==> src/rtl/adc_flash_reader.sv <==
// Conversion sequencer and result reader for the 3-bit flash ADC back end.
// Strobes the converter, captures and cross-checks codes, averages a burst and streams the result.
//
//  state   | meaning
//  IDLE    | waiting for start
//  SAMPLE  | samp held high for SAMP_CYCLES
//  CONVERT | waiting for eoc (first cycle masked) or timeout
//  CAPTURE | accumulate code, count errors
//  GAP     | idle spacing before next sample
//  LOAD    | first cycle of a presented result word
//  HOLD    | result held until handshake
module adc_flash_reader #(
    parameter int SAMP_CYCLES    = 4,
    parameter int GAP_CYCLES     = 2,
    parameter int TIMEOUT_CYCLES = 16,
    parameter int AVG_LOG2       = 2
) (
    input  logic                clk,
    input  logic                rst_n,
    input  logic                start_i,
    input  logic                continuous_i,
    output logic                samp_o,
    input  logic                eoc_i,
    input  logic [9:0]          b_in_i,
    input  logic [9:0]          bn_in_i,
    output logic                out_valid_o,
    input  logic                out_ready_i,
    output logic [2:0]          out_mean_o,
    output logic [2+AVG_LOG2:0] out_sum_o,
    output logic                out_err_o,
    output logic                busy_o,
    output logic [7:0]          err_cnt_o
);

    localparam int AW    = 3 + AVG_LOG2;
    localparam int CW    = AVG_LOG2 + 1;
    localparam int NCONV = 1 << AVG_LOG2;
    localparam int T1    = (SAMP_CYCLES > GAP_CYCLES) ? SAMP_CYCLES : GAP_CYCLES;
    localparam int TMAX  = (T1 > TIMEOUT_CYCLES) ? T1 : TIMEOUT_CYCLES;
    localparam int TW    = $clog2(TMAX + 1);

    localparam logic [2:0] S_IDLE    = 3'd0;
    localparam logic [2:0] S_SAMPLE  = 3'd1;
    localparam logic [2:0] S_CONVERT = 3'd2;
    localparam logic [2:0] S_CAPTURE = 3'd3;
    localparam logic [2:0] S_GAP     = 3'd4;
    localparam logic [2:0] S_LOAD    = 3'd5;
    localparam logic [2:0] S_HOLD    = 3'd6;

    logic [2:0]    state_q, state_d;
    logic [TW-1:0] tmr_q, tmr_d;
    logic [AW-1:0] acc_q, acc_d;
    logic [CW-1:0] cnt_q, cnt_d;
    logic          flag_q, flag_d;
    logic          first_q, first_d;
    logic          to_q, to_d;
    logic          valid_q, valid_d;
    logic [AW-1:0] sum_q, sum_d;
    logic [2:0]    mean_q, mean_d;
    logic          err_q, err_d;
    logic [7:0]    err_cnt_q, err_cnt_d;

    logic [2:0]    code;
    logic          bad;
    logic          unused_bits;

    assign unused_bits = ^{b_in_i[9:3], bn_in_i[9:3]};
    assign code = to_q ? 3'd0 : b_in_i[2:0];
    assign bad  = to_q || (b_in_i[2:0] != bn_in_i[2:0]);

    always_comb begin
        state_d   = state_q;
        tmr_d     = tmr_q;
        acc_d     = acc_q;
        cnt_d     = cnt_q;
        flag_d    = flag_q;
        first_d   = first_q;
        to_d      = to_q;
        valid_d   = valid_q;
        sum_d     = sum_q;
        mean_d    = mean_q;
        err_d     = err_q;
        err_cnt_d = err_cnt_q;
        case (state_q)
            S_IDLE: begin
                if (start_i) begin
                    state_d = S_SAMPLE;
                    tmr_d   = TW'(SAMP_CYCLES - 1);
                    acc_d   = '0;
                    cnt_d   = '0;
                    flag_d  = 1'b0;
                end
            end
            S_SAMPLE: begin
                if (tmr_q == '0) begin
                    state_d = S_CONVERT;
                    tmr_d   = TW'(TIMEOUT_CYCLES - 1);
                    first_d = 1'b1;
                    to_d    = 1'b0;
                end else begin
                    tmr_d = tmr_q - 1'b1;
                end
            end
            S_CONVERT: begin
                // eoc seen in the first CONVERT cycle may be left over from the previous conversion
                first_d = 1'b0;
                if (!first_q && eoc_i) begin
                    state_d = S_CAPTURE;
                end else if (tmr_q == '0) begin
                    state_d = S_CAPTURE;
                    to_d    = 1'b1;
                end else begin
                    tmr_d = tmr_q - 1'b1;
                end
            end
            S_CAPTURE: begin
                acc_d = acc_q + AW'(code);
                cnt_d = cnt_q + 1'b1;
                if (bad) begin
                    flag_d = 1'b1;
                    if (err_cnt_q != 8'hFF) err_cnt_d = err_cnt_q + 8'd1;
                end
                // Result registers load on entry to LOAD so out_valid is already up during LOAD
                if (cnt_q == CW'(NCONV - 1)) begin
                    state_d = S_LOAD;
                    sum_d   = acc_d;
                    mean_d  = 3'(acc_d >> AVG_LOG2);
                    err_d   = flag_d;
                    valid_d = 1'b1;
                end else if (GAP_CYCLES == 0) begin
                    state_d = S_SAMPLE;
                    tmr_d   = TW'(SAMP_CYCLES - 1);
                end else begin
                    state_d = S_GAP;
                    tmr_d   = TW'(GAP_CYCLES - 1);
                end
            end
            S_GAP: begin
                if (tmr_q == '0) begin
                    state_d = S_SAMPLE;
                    tmr_d   = TW'(SAMP_CYCLES - 1);
                end else begin
                    tmr_d = tmr_q - 1'b1;
                end
            end
            S_LOAD, S_HOLD: begin
                if (valid_q && out_ready_i) begin
                    valid_d = 1'b0;
                    if (continuous_i) begin
                        state_d = S_SAMPLE;
                        tmr_d   = TW'(SAMP_CYCLES - 1);
                        acc_d   = '0;
                        cnt_d   = '0;
                        flag_d  = 1'b0;
                    end else begin
                        state_d = S_IDLE;
                    end
                end else begin
                    state_d = S_HOLD;
                end
            end
            default: state_d = S_IDLE;
        endcase
    end

    always_ff @(posedge clk or negedge rst_n) begin
        if (!rst_n) begin
            state_q   <= S_IDLE;
            tmr_q     <= '0;
            acc_q     <= '0;
            cnt_q     <= '0;
            flag_q    <= 1'b0;
            first_q   <= 1'b0;
            to_q      <= 1'b0;
            valid_q   <= 1'b0;
            sum_q     <= '0;
            mean_q    <= '0;
            err_q     <= 1'b0;
            err_cnt_q <= '0;
        end else begin
            state_q   <= state_d;
            tmr_q     <= tmr_d;
            acc_q     <= acc_d;
            cnt_q     <= cnt_d;
            flag_q    <= flag_d;
            first_q   <= first_d;
            to_q      <= to_d;
            valid_q   <= valid_d;
            sum_q     <= sum_d;
            mean_q    <= mean_d;
            err_q     <= err_d;
            err_cnt_q <= err_cnt_d;
        end
    end

    assign samp_o      = (state_q == S_SAMPLE);
    assign busy_o      = (state_q != S_IDLE);
    assign out_valid_o = valid_q;
    assign out_sum_o   = sum_q;
    assign out_mean_o  = mean_q;
    assign out_err_o   = err_q;
    assign err_cnt_o   = err_cnt_q;

endmodule

==> config.mk <==
export PLATFORM = sky130hd
export DESIGN_NAME = adc_flash_reader
export DESIGN_NICKNAME = d
export VERILOG_FILES = /design/src/rtl/adc_flash_reader.sv
export SDC_FILE = /design/constraint.sdc
export NUM_CORES = 1
export LEC_CHECK = 0
export ABC_AREA = 1
export BUFFER_PORTS_ARGS = -buffer_cell sky130_fd_sc_hd__buf_2
export CAP_MARGIN = 10
export CORE_MARGIN = 8
export CORE_UTILIZATION = 54
export CTS_BUF_LIST = sky130_fd_sc_hd__clkbuf_4 sky130_fd_sc_hd__clkbuf_8 sky130_fd_sc_hd__clkbuf_16
export DETAILED_ROUTE_END_ITERATION = 8
export HOLD_SLACK_MARGIN = 0.03
export PLACE_DENSITY = 0.79
export SYNTH_ARGS = -nofsm -noshare
export SYNTH_HDL_FRONTEND = slang
export SYNTH_SLANG_ARGS = --single-unit
==> constraint.sdc <==
create_clock -name clk -period 1.9 [get_ports clk]
set_input_delay 0.38 -clock clk [delete_from_list [all_inputs] [get_ports clk]]
set_output_delay 0.38 -clock clk [all_outputs]
set_load 0.01 [all_outputs]
==> impl_metrics.ini <==
[floorplanning]
start_util_pct = 56.82
floorplan.die.height_um = 78.30
placementRows = 22
num_io_pins = 46
die_area_um2 = 6130
placeableCoreArea_um2 = 3689
fp.dieW_um = 78.30

[placement]
buffer_ports.inserted = 31
placement.setup.worst_slack_ns = 0.07194
placed_cells_incl_taps = 365
dpl.hpwl_mm = 3.225
gpl.final_weighted_congestion = 0.8616

[global_route]
number_of_global_route_vias_before_repair = 1787
globalRoute.totalOverflow = 0
grt_pass1_wl_mm = 7.652
gr-usage-all-layers_pct = 14.94
grt_start_max_net_pins = 35
grt_antenna_before_repair = 0

[timing]
finalSetupViolCount = 0
timing.fmax_mhz = 547.4
final-hold-violation-count = 0
maxSlewViolCount = 0
tightest_slew_ns = 0.4249
maxSlewHeadroom_pct = 71.67
clock-skew-final_ns = 0.008915
grt_setup_unrepaired = false
timing.final.crit_period_ns = 1.827
finalSetupTns_ns = 0
post-route-worst-setup-slack_ns = 0.07325
final.period_utilization_pct = 96.14

[cts]
tritoncts = yes
postCtsResizedCells = 0
postCtsHoldBufs = 0
clk_tree_root_cell = sky130_fd_sc_hd__clkbuf_8
clockBufferDepth = 2
total_clock_buffers_created_by_cts = 5
cts.htree.levels = 2
clk_pin_slew_ns = 0.07
post_cts.repair.setup_buffers = 0
cts.sink_count = 34
worst_skew_pair.late_latency_ns = 0.29

[drt]
routed_wire_length_per_instance_um = 11.27
dr_total_vias = 1846
route.antenna.remaining_nets = 0
post-route-drc-count = 0
wl_mm = 4.205
detail_route.iter0.violations = 68
drt_first_pass_iters = 4
route.detailed.vias_per_inst = 4.949

[synth]
synth_top_area_cell = sky130_fd_sc_hd__dfrtp_1
mappedNetlistNets = 325
ys.warnings.count = 0
synth_area_per_cell_um2 = 7.252
post_synth_num_cell_types = 24
synth.cell_area_um2 = 2096
ys_seq_area_share_pct = 40.60
leading_cell_types_by_total_area_after_synthesis = sky130_fd_sc_hd__dfrtp_1, sky130_fd_sc_hd__nand2_1, sky130_fd_sc_hd__inv_1
yosysTopAreaCellShare_pct = 40.60
postSynthRegisterBits = 34
post_synth_inst_count = 289

[critical_path]
critical-path-max-stage-delay_ns = 0.49
slowest_stage = sky130_fd_sc_hd__dfrtp_1
timing.critical_path.arrival_ns = 1.45
worst-path-buf-inv = 2
required_time_of_the_worst_setup_path_ns = 1.52
worstSetupEndpointType = primary output
worstPathCellList = inv_1 -> nand2_1 -> nor2_1 -> buf_2
critPathKind = flip-flop to primary output
critical_path_peak_fanout = 8
cp-start-kind = flip-flop
critPathTopFamily = flip-flops

[final_layout]
antenna_cells = 0
flow.area_growth_from_synthesis_pct = 13.91
nets = 360
post_route_cells_drive_above_1_share_pct = 16.31
layout.cells.non_filler = 373
layout.filler_cells = 342

[hold_path]
min-delay-path-class = input port to asynchronous set/reset pin

[power_and_ir_drop]
powerDensity_nw_per_um2 = 1332
leakagePower_nw = 1.314
max-vdd-ir-drop_v = 0.001169

[flow_run]
drv.max_cap_violation_count = 0

[run_status]
status = finished clean
final timing paths:
kind | from | endpoint | slack, ns | cells past startpoint
setup / recovery | state_q[2] | samp_o | 0.07 | 4
hold / removal | rst_n | state_q[0] | 0.10 | 2
setup reg to reg | state_q[0] | cnt_q[0] | 0.17 | 5
hold reg to reg | first_q | first_q | 0.49 | 2
max in group asynchronous | rst_n | to_q | 1.46 | 2
min in group clk | out_ready_i | out_valid_o | 0.39 | 4
cell type report:
| class | count | area (um^2) | area share [%] |
|---|---|---|---|
| Clock inverter | 2 | 12.51 | 0.5241 |
| Timing Repair Buffer | 33 | 170.2 | 7.128 |
| Multi-Input combinational cell | 210 | 1060 | 44.39 |
| Inverter | 40 | 150.1 | 6.289 |
| Tap cell | 48 | 60.06 | 2.516 |
| Sequential cell | 34 | 852.1 | 35.69 |
| Clock buffer | 6 | 82.58 | 3.459 |
layer usage:
layer,track usage [%],wire (um)
met4,5.000,43
met3,4.100,178
met5,0,0
met1,17.38,1957
met2,25.85,2026
kinds of logic after synthesis:
group | count (synthesis) | synth area share, %
adders and majority gates | 10 | 6.687
buffers and inverters | 45 | 8.835
xor gates and xnor gates | 10 | 4.179
and+or+nand+nor | 162 | 32.89
AOI/OAI and AO/OA | 28 | 6.806
DFF | 34 | 40.60
state kept, by name, summed over array words and instances, names as in the netlist, 3 cells and up:
| signal | count |
|---|---|
| cnt_q | 3 |
| state_q | 3 |
| err_cnt_o | 8 |
| tmr_q | 5 |
| out_sum_o | 4 |
| acc_q | 5 |
power by group:
part           total (mW)  internal, mW  switching [mW]  leakage [nW]
Clock               0.564         0.291           0.273        0.0472
Combinational        1.53         0.533            1.00         0.841
Sequential           1.08         0.902           0.179         0.425
Total                3.18          1.73            1.45          1.31
through the flow:
step / util [%] / hold WS [ns] / total power, mW / cell area, um^2
6_report: 64.72 / 0.1047 / 3.179 / 2387
5_1_grt: 64.72 / 0.1501 / 3.492 / 2387
4_1_cts: 64.69 / 0.1189 / 3.198 / 2386
3_5_place_dp: 62.11 / 0.4354 / 2.625 / 2291
3_3_place_gp: 62.11 / 0.4302 / 2.570 / 2291
2_1_floorplan: - / 0.08441 / 2.239 / 2096
cell usage in the layout, fill, tap and decap left out, types with 2 or more instances in the layout:
cell type and instances:
sky130_fd_sc_hd__nor2_2 4, sky130_fd_sc_hd__nand2_1 106, sky130_fd_sc_hd__fa_1 2, sky130_fd_sc_hd__nand4_1 3
sky130_fd_sc_hd__o21ai_0 12, sky130_fd_sc_hd__buf_2 31, sky130_fd_sc_hd__nand3_1 11, sky130_fd_sc_hd__clkbuf_8 6
sky130_fd_sc_hd__nor2_1 28, sky130_fd_sc_hd__nand3_2 2, sky130_fd_sc_hd__nand3b_1 2, sky130_fd_sc_hd__nand2_2 2
sky130_fd_sc_hd__a21oi_1 2, sky130_fd_sc_hd__ha_1 8, sky130_fd_sc_hd__xnor2_1 5, sky130_fd_sc_hd__dfrtp_1 33
sky130_fd_sc_hd__o21ai_1 13, sky130_fd_sc_hd__xor2_1 5, sky130_fd_sc_hd__buf_4 2, sky130_fd_sc_hd__inv_1 40
Yosys cell counts:
master / instances
sky130_fd_sc_hd__inv_1: 40
sky130_fd_sc_hd__nand2_1: 106
sky130_fd_sc_hd__buf_4: 4
sky130_fd_sc_hd__o21ai_0: 13
sky130_fd_sc_hd__nand4_2: 1
sky130_fd_sc_hd__nand4_1: 3
sky130_fd_sc_hd__nand3b_1: 2
sky130_fd_sc_hd__buf_2: 1
sky130_fd_sc_hd__ha_1: 8
sky130_fd_sc_hd__o21bai_1: 1
sky130_fd_sc_hd__a21oi_1: 2
sky130_fd_sc_hd__nand3_2: 2
sky130_fd_sc_hd__o21ai_1: 12
sky130_fd_sc_hd__nor3_1: 1
sky130_fd_sc_hd__xnor2_1: 5
sky130_fd_sc_hd__nand3b_2: 1
sky130_fd_sc_hd__nand2_2: 2
sky130_fd_sc_hd__nand3_1: 11
sky130_fd_sc_hd__xor2_1: 5
sky130_fd_sc_hd__dfrtp_1: 34
sky130_fd_sc_hd__fa_1: 2
sky130_fd_sc_hd__nor2_1: 28
sky130_fd_sc_hd__nor2_2: 4
sky130_fd_sc_hd__nor2_4: 1
No activity file was read; power rests on OpenSTA's default activity.
